### src/rtl/seg7_decode_capture_pkg.sv
// Shared constants for the 7-segment capture block: segment patterns for hex digits,
// the all-off pattern, and the capture FSM state encoding.
package seg7_decode_capture_pkg;

   // Active-low g..a patterns, indexed by the hex value they display.
   localparam logic [6:0] SEG_PAT [16] = '{
      7'h40, 7'h79, 7'h24, 7'h30, 7'h19, 7'h12, 7'h02, 7'h78,
      7'h00, 7'h18, 7'h08, 7'h03, 7'h46, 7'h21, 7'h06, 7'h0E
   };

   localparam logic [6:0] BLANK_PAT = 7'h7F;

   typedef enum logic [1:0] {
      IDLE   = 2'd0,
      SETTLE = 2'd1,
      HELD   = 2'd2
   } stateT;

endpackage

### src/rtl/seg7_decode_capture_pat_decode.sv
// Combinational 7-segment pattern decoder: pattern -> {hex digit, blank, undecodable}.
module seg7_pat_decode
   import seg7_decode_capture_pkg::*;
(
   input  logic [6:0] iPat,
   output logic [3:0] oDigit,
   output logic       oBlank,
   output logic       oErr
);

   logic hit;

   // NOTE: every output of a combinational block gets a default first, so no path leaves it unassigned (no latch).
   always_comb begin
      oDigit = 4'd0;
      hit    = 1'b0;
      for (int i = 0; i < 16; i++) begin
         if (iPat == SEG_PAT[i]) begin
            oDigit = 4'(i);
            hit    = 1'b1;
         end
      end
      oBlank = (iPat == BLANK_PAT);
      oErr   = !hit && !oBlank;
   end

endmodule

### src/rtl/seg7_decode_capture.sv
// Samples a multiplexed 7-segment display bus and reconstructs the shown digits as an atomic frame.
// Define SEG7_DECODE_DP_EN to add the oDP output (decimal point per digit).
module seg7_decode_capture
   import seg7_decode_capture_pkg::*;
#(
   parameter int N_DIG      = 4,
   parameter int STABLE_CYC = 4
) (
   input  logic                 iCLK,
   input  logic                 iRST,
   input  logic [7:0]           iSEG,
   input  logic [N_DIG-1:0]     iAN,
   output logic [4*N_DIG-1:0]   oDIG,
   output logic [N_DIG-1:0]     oBLANK,
   output logic [N_DIG-1:0]     oERR,
   output logic                 oFRAME
`ifdef SEG7_DECODE_DP_EN
   ,
   output logic [N_DIG-1:0]     oDP
`endif
);

   localparam int CNT_W = (STABLE_CYC < 1) ? 1 : $clog2(STABLE_CYC + 1);
   localparam int IDX_W = (N_DIG > 1) ? $clog2(N_DIG) : 1;
   localparam logic [CNT_W-1:0] CNT_MAX = CNT_W'(STABLE_CYC);

   logic [7:0]       segIn;
   logic [7:0]       segMeta, segSync, segPrev;
   logic [N_DIG-1:0] anMeta, anSync, anPrev;

`ifdef SEG7_DECODE_DP_EN
   assign segIn = iSEG;
`else
   // Tie dp inactive so it can never register as a change.
   logic unusedDp;
   assign unusedDp = iSEG[7];
   assign segIn    = {1'b1, iSEG[6:0]};
`endif

   // NOTE: state registers use non-blocking assignments so every flop samples pre-edge values.
   always_ff @(posedge iCLK or posedge iRST) begin
      if (iRST) begin
         segMeta <= '1;
         segSync <= '1;
         segPrev <= '1;
         anMeta  <= '1;
         anSync  <= '1;
         anPrev  <= '1;
      end else begin
         segMeta <= segIn;
         segSync <= segMeta;
         segPrev <= segSync;
         anMeta  <= iAN;
         anSync  <= anMeta;
         anPrev  <= anSync;
      end
   end

   logic             changed, oneLow;
   logic [IDX_W-1:0] digIdx;

   assign changed = (segSync != segPrev) || (anSync != anPrev);
   assign oneLow  = $onehot(~anSync);

   always_comb begin
      digIdx = '0;
      for (int k = 0; k < N_DIG; k++) begin
         if (!anSync[k]) digIdx = IDX_W'(k);
      end
   end

   logic [3:0] decDigit;
   logic       decBlank, decErr;

   seg7_pat_decode uDecode (
      .iPat   (segSync[6:0]),
      .oDigit (decDigit),
      .oBlank (decBlank),
      .oErr   (decErr)
   );

   stateT            state, stateNext;
   logic [CNT_W-1:0] cnt, cntNext;
   logic             capture;

   always_ff @(posedge iCLK or posedge iRST) begin
      if (iRST) begin
         state <= IDLE;
         cnt   <= '0;
      end else begin
         state <= stateNext;
         cnt   <= cntNext;
      end
   end

   always_comb begin
      stateNext = state;
      cntNext   = cnt;
      capture   = 1'b0;
      unique case (state)
         IDLE: begin
            if (oneLow) begin
               stateNext = SETTLE;
               cntNext   = CNT_W'(1);
            end
         end
         SETTLE, HELD: begin
            if (changed) begin
               if (oneLow) begin
                  stateNext = SETTLE;
                  cntNext   = CNT_W'(1);
               end else begin
                  stateNext = IDLE;
                  cntNext   = '0;
               end
            end else if (state == SETTLE) begin
               if (cnt >= CNT_MAX) begin
                  capture   = 1'b1;
                  stateNext = HELD;
               end else begin
                  cntNext = cnt + CNT_W'(1);
               end
            end
         end
         default: begin
            stateNext = IDLE;
            cntNext   = '0;
         end
      endcase
   end

   logic [4*N_DIG-1:0] shDig;
   logic [N_DIG-1:0]   shBlank, shErr, seen;
   logic               seenAll;

   assign seenAll = &seen;

`ifdef SEG7_DECODE_DP_EN
   logic [N_DIG-1:0] shDp;
`endif

   // NOTE: the shadow slots are reset too, so a frame begun before reset can never leak stale digits.
   always_ff @(posedge iCLK or posedge iRST) begin
      if (iRST) begin
         shDig   <= '0;
         shBlank <= '0;
         shErr   <= '0;
         seen    <= '0;
         oDIG    <= '0;
         oBLANK  <= '1;
         oERR    <= '0;
         oFRAME  <= 1'b0;
`ifdef SEG7_DECODE_DP_EN
         shDp    <= '0;
         oDP     <= '0;
`endif
      end else begin
         oFRAME <= seenAll;
         if (seenAll) begin
            oDIG   <= shDig;
            oBLANK <= shBlank;
            oERR   <= shErr;
            seen   <= '0;
`ifdef SEG7_DECODE_DP_EN
            oDP    <= shDp;
`endif
         end
         // Placed after the clear so a capture on the frame edge survives into the next frame.
         if (capture) begin
            shDig[{digIdx, 2'b00} +: 4] <= decDigit;
            shBlank[digIdx]             <= decBlank;
            shErr[digIdx]               <= decErr;
            seen[digIdx]                <= 1'b1;
`ifdef SEG7_DECODE_DP_EN
            shDp[digIdx]                <= ~segSync[7];
`endif
         end
      end
   end

endmodule

### config.mk
export PLATFORM = sky130hd
export DESIGN_NAME = seg7_decode_capture
export DESIGN_NICKNAME = d
export VERILOG_FILES = /design/src/rtl/seg7_decode_capture_pkg.sv /design/src/rtl/seg7_decode_capture_pat_decode.sv /design/src/rtl/seg7_decode_capture.sv
export SDC_FILE = /design/constraint.sdc
export NUM_CORES = 1
export LEC_CHECK = 0
export BUFFER_PORTS_ARGS = -buffer_cell sky130_fd_sc_hd__buf_2
export CAP_MARGIN = 20
export CORE_MARGIN = 4
export CORE_UTILIZATION = 30
export DETAILED_ROUTE_END_ITERATION = 16
export PLACE_DENSITY = 0.47
export SYNTH_ARGS = -nofsm -noshare
export SYNTH_HDL_FRONTEND = slang
export SYNTH_SLANG_ARGS = --single-unit
### constraint.sdc
create_clock -name iCLK -period 2.5 [get_ports iCLK]
set_input_delay 0.125 -clock iCLK [delete_from_list [all_inputs] [get_ports iCLK]]
set_output_delay 0.125 -clock iCLK [all_outputs]
set_load 0.01 [all_outputs]
==> run_results.csv <==
group,metric,value,unit
run_status,status,"complete, no violations",
floorplanning,io_pins,39,
clocking,cts-htree-levels,3,
power_and_ir_drop,p_leak,2.345,nW
clocking,clk_pin_slew_worst_paths,0.06,ns
routing,wirelength,7.389,mm
clocking,clockRootBuffer,"clkbuf_16",
worst_setup_path,end_kind,"flop",
grt,grt_max_degree,48,
sta,rsz0062_at_grt,"no",
worst_setup_path,r2r_end,"shBlank[3]$_DFFE_PP0P_",
power_and_ir_drop,peakVddDrop,0.0002864,V
worst_setup_path,cp.required,2.72,ns
final_layout,final_common_cell,"nand2_1",
routing,wl_per_cell,13.22,um
final_layout,fin_util,38.14,%
sta,worstMarginPinSlew,0.8236,ns
grt,antenna_found_initial,0,
sta,post-route-period-util,93.18,%
worst_setup_path,arrival,2.55,ns
sta,fmax,429.3,MHz
worst_setup_path,rrSetupSlack,0.17,ns
worst_setup_path,slowest_delay,0.57,ns
power_and_ir_drop,switchingPower,773.4,uW
worst_setup_path,slowest_stage,"dfstp_2",
routing,vias,2468,
floorplanning,rows,41,
floorplanning,design.die.area,14810,sq um
worst_setup_path,crit_end,"shBlank[3]$_DFFE_PP0P_",
final_layout,nNetsFinal,404,
final_layout,diodes,0,
worst_setup_path,criticalPathCategory,"flop to flop",
worst_setup_path,cp.depth,6,
power_and_ir_drop,power_frac_seq,48.9,%
routing,ant_nets,0,
worst_setup_path,crit_chain,"buf_12 > xor2_1 > nor4_4 > nand4_4 > nor3_4 > mux2_2",
sta,hold_viol,0,
floorplanning,die_h,121.7,um
placement,numPortBuffers,37,
sta,fin_tns_setup,0,ns
yosys,yosysSeqAreaShare,59.90,%
routing,post_drt_via_cell_ratio,4.415,
sta,skew,0.006135,ns
clocking,cts_buffer_depth,2,
worst_setup_path,start_kind,"flop",
yosys,syn_nets,338,
final_layout,fillers,1269,
flow_run,max_cap_violations,0,
grt,grtUsageTotal,10.83,%
clocking,cts_buffers,9,
yosys,synth_edf_count,0,
sta,min_period,2.330,ns
worst_setup_path,critPathLaunch,"anSync[3]$_DFF_PP1_",
worst_setup_path,critPathTopFamily,"simple AND/OR/NAND/NOR gates",
sta,hold_slack,0.3525,ns
grt,grt_pass1_vias,2420,
routing,drt_iter0_markers,81,
worst_setup_path,path_buf_inv,1,
routing,firstDrtPassIters,5,
power_and_ir_drop,combPwrFrac,10.3,%
sta,setup_violations,0,
min_path,hp-start,"anMeta[2]$_DFF_PP1_",
yosys,synth_area_per_cell,12.27,sq um
power_and_ir_drop,p_sw_share,23.99,%
worst_setup_path,worstRegToRegCells,6,
yosys,synth_cells,316,
floorplanning,fp.dieW,121.7,um
power_and_ir_drop,p_per_area,669.8,nW/um^2
grt,grt_pass1_wl,12.33,mm
grt,grt_overflow_total,0,
floorplanning,coreArea,12620,sq um
clocking,cts_tree,"done",
yosys,ys_ff_latch,91,
floorplanning,initial_core_util,30.74,%
final_layout,final_cell_mix,"71 x nand2_1, 54 x dfrtp_1, 37 x dfstp_2, 37 x buf_2, 15 x buf_4",
worst_setup_path,r2r-start,"anSync[3]$_DFF_PP1_",
placement,gp_congestion,0.7540,
yosys,synthTopCellsByArea,"dfrtp_1 35%, dfstp_2 25%, nand2_1 6.9%",
clocking,clock_sinks,91,
yosys,synth_area,3879,sq um
min_path,worstHoldPathType,"flop to flop",
yosys,synth_top_cell_by_area,"dfrtp_1",
final_layout,final_layout_size_suffix_gt1_share,35.66,%
yosys,ys_types,51,
clocking,insertion_delay,0.34,ns
yosys,synth.top_cell.area_share,34.84,%
power_and_ir_drop,p_int,2.450,mW
worst_setup_path,critPathMaxFanout,7,
final_layout,area_growth,24.10,%
yosys,ys.flop_type,"dfrtp_1",
routing,route.detailed.drc,0,
placement,dp_hpwl,5.016,mm
yosys,async_flop_share,100.0,%
sta,slew_headroom,45.03,%
power_and_ir_drop,pwr-share-clk,40.8,%
sta,drv_slew,0,
yosys,yosysWarnings,0,
[synth_stat cells (2+ instances only)]
cell type   n
o21ai_0    10
a21o_1      3
or3b_2      2
mux2i_1     6
nor4_4      4
mux2_2      6
or3_1       2
nor3_4      3
nor2_1      5
nand3_1     6
nand3b_1    2
mux2_4     10
nor3_1      3
nor2b_1     2
nor3b_1     2
clkbuf_1    9
a21oi_1     5
xor2_1     13
ha_1        7
mux2_1      5
inv_1      15
buf_1       2
a31oi_1     3
dfstp_2    37
nand2_1    71
nand4_1     4
o22ai_1     2
dfrtp_1    54
[state kept, by name, summed over array words and instances, names as in the netlist]
| register | flops |
|---|---|
| anPrev | 4 |
| segSync | 7 |
| state | 2 |
| seen | 4 |
| oERR | 4 |
| segPrev | 7 |
| oBLANK | 4 |
| shErr | 4 |
| segMeta | 7 |
| oFRAME | 1 |
| shBlank | 4 |
| anMeta | 4 |
| oDIG | 16 |
| anSync | 4 |
| cnt | 3 |
| shDig | 16 |
[worst min-delay path by stage]
stage                      endpoint  slack [ns]  cells past startpoint
6_report        anSync[2]$_DFF_PP1_        0.35                      0
5_1_grt         anSync[2]$_DFF_PP1_        0.36                      0
4_1_cts         anSync[2]$_DFF_PP1_        0.35                      0
3_5_place_dp   segMeta[5]$_DFF_PP1_        0.23                      1
3_3_place_gp   segMeta[0]$_DFF_PP1_        0.23                      1
2_1_floorplan   anMeta[0]$_DFF_PP1_        0.13                      0
[final cells by class]
class                           count  area, sq um  share of cell area [%]
Inverter                           15        57.56                   1.196
Clock buffer                       12        236.5                   4.913
Timing Repair Buffer               67        478.0                   9.930
Sequential cell                    91         2323                   48.27
Multi-Input combinational cell    198         1451                   30.15
Clock inverter                      4        51.30                   1.066
Tap cell                          172        215.2                   4.471
[power groups by stage]
| stage | Combinational (mW) | Clock, mW | Sequential (mW) |
|---|---|---|---|
| floorplan | 0.239 | 0 | 1.59 |
| global placement | 0.307 | 0 | 1.60 |
| detailed placement | 0.311 | 0 | 1.61 |
| CTS | 0.329 | 1.37 | 1.58 |
| global route | 0.379 | 1.43 | 1.58 |
| finish | 0.332 | 1.31 | 1.58 |
[logic make-up after synthesis]
logic type                 after synthesis  synth area share, %
and+or+nand+nor                        115                16.77
DFF                                     91                59.90
AOI/OAI and AO/OA                       33                5.549
buffers and inverters                   27                2.806
muxes                                   27                8.613
xor gates and xnor gates                15                3.581
adders and majority gates                8                2.774
[repair_timing]
item                                   CTS  global route
hold buffers                            12             0
setup endpoints to repair                0             2
setup buffers                            0             2
endpoints found under the hold margin   25             0
gates resized for setup                  0             1
[per-stage QoR]
step                      worst slack, ns  total power [mW]  area, sq um  instances
after floorplan                   0.07262             1.831         3879        316
after CTS                         0.05592             3.281         4781        557
final                              0.1704             3.224         4813        559
after global placement             0.1127             1.911         4373        529
after detailed placement          0.07475             1.916         4373        529
after global routing              0.03511             3.391         4813        559
[per-layer routing]
metal	global-route usage (%)	routed length (um)
met2	16.20	3430
met4	5.252	131
met3	3.110	323
met1	14.44	3502
met5	0	0
(Power assumes the default switching activity.)
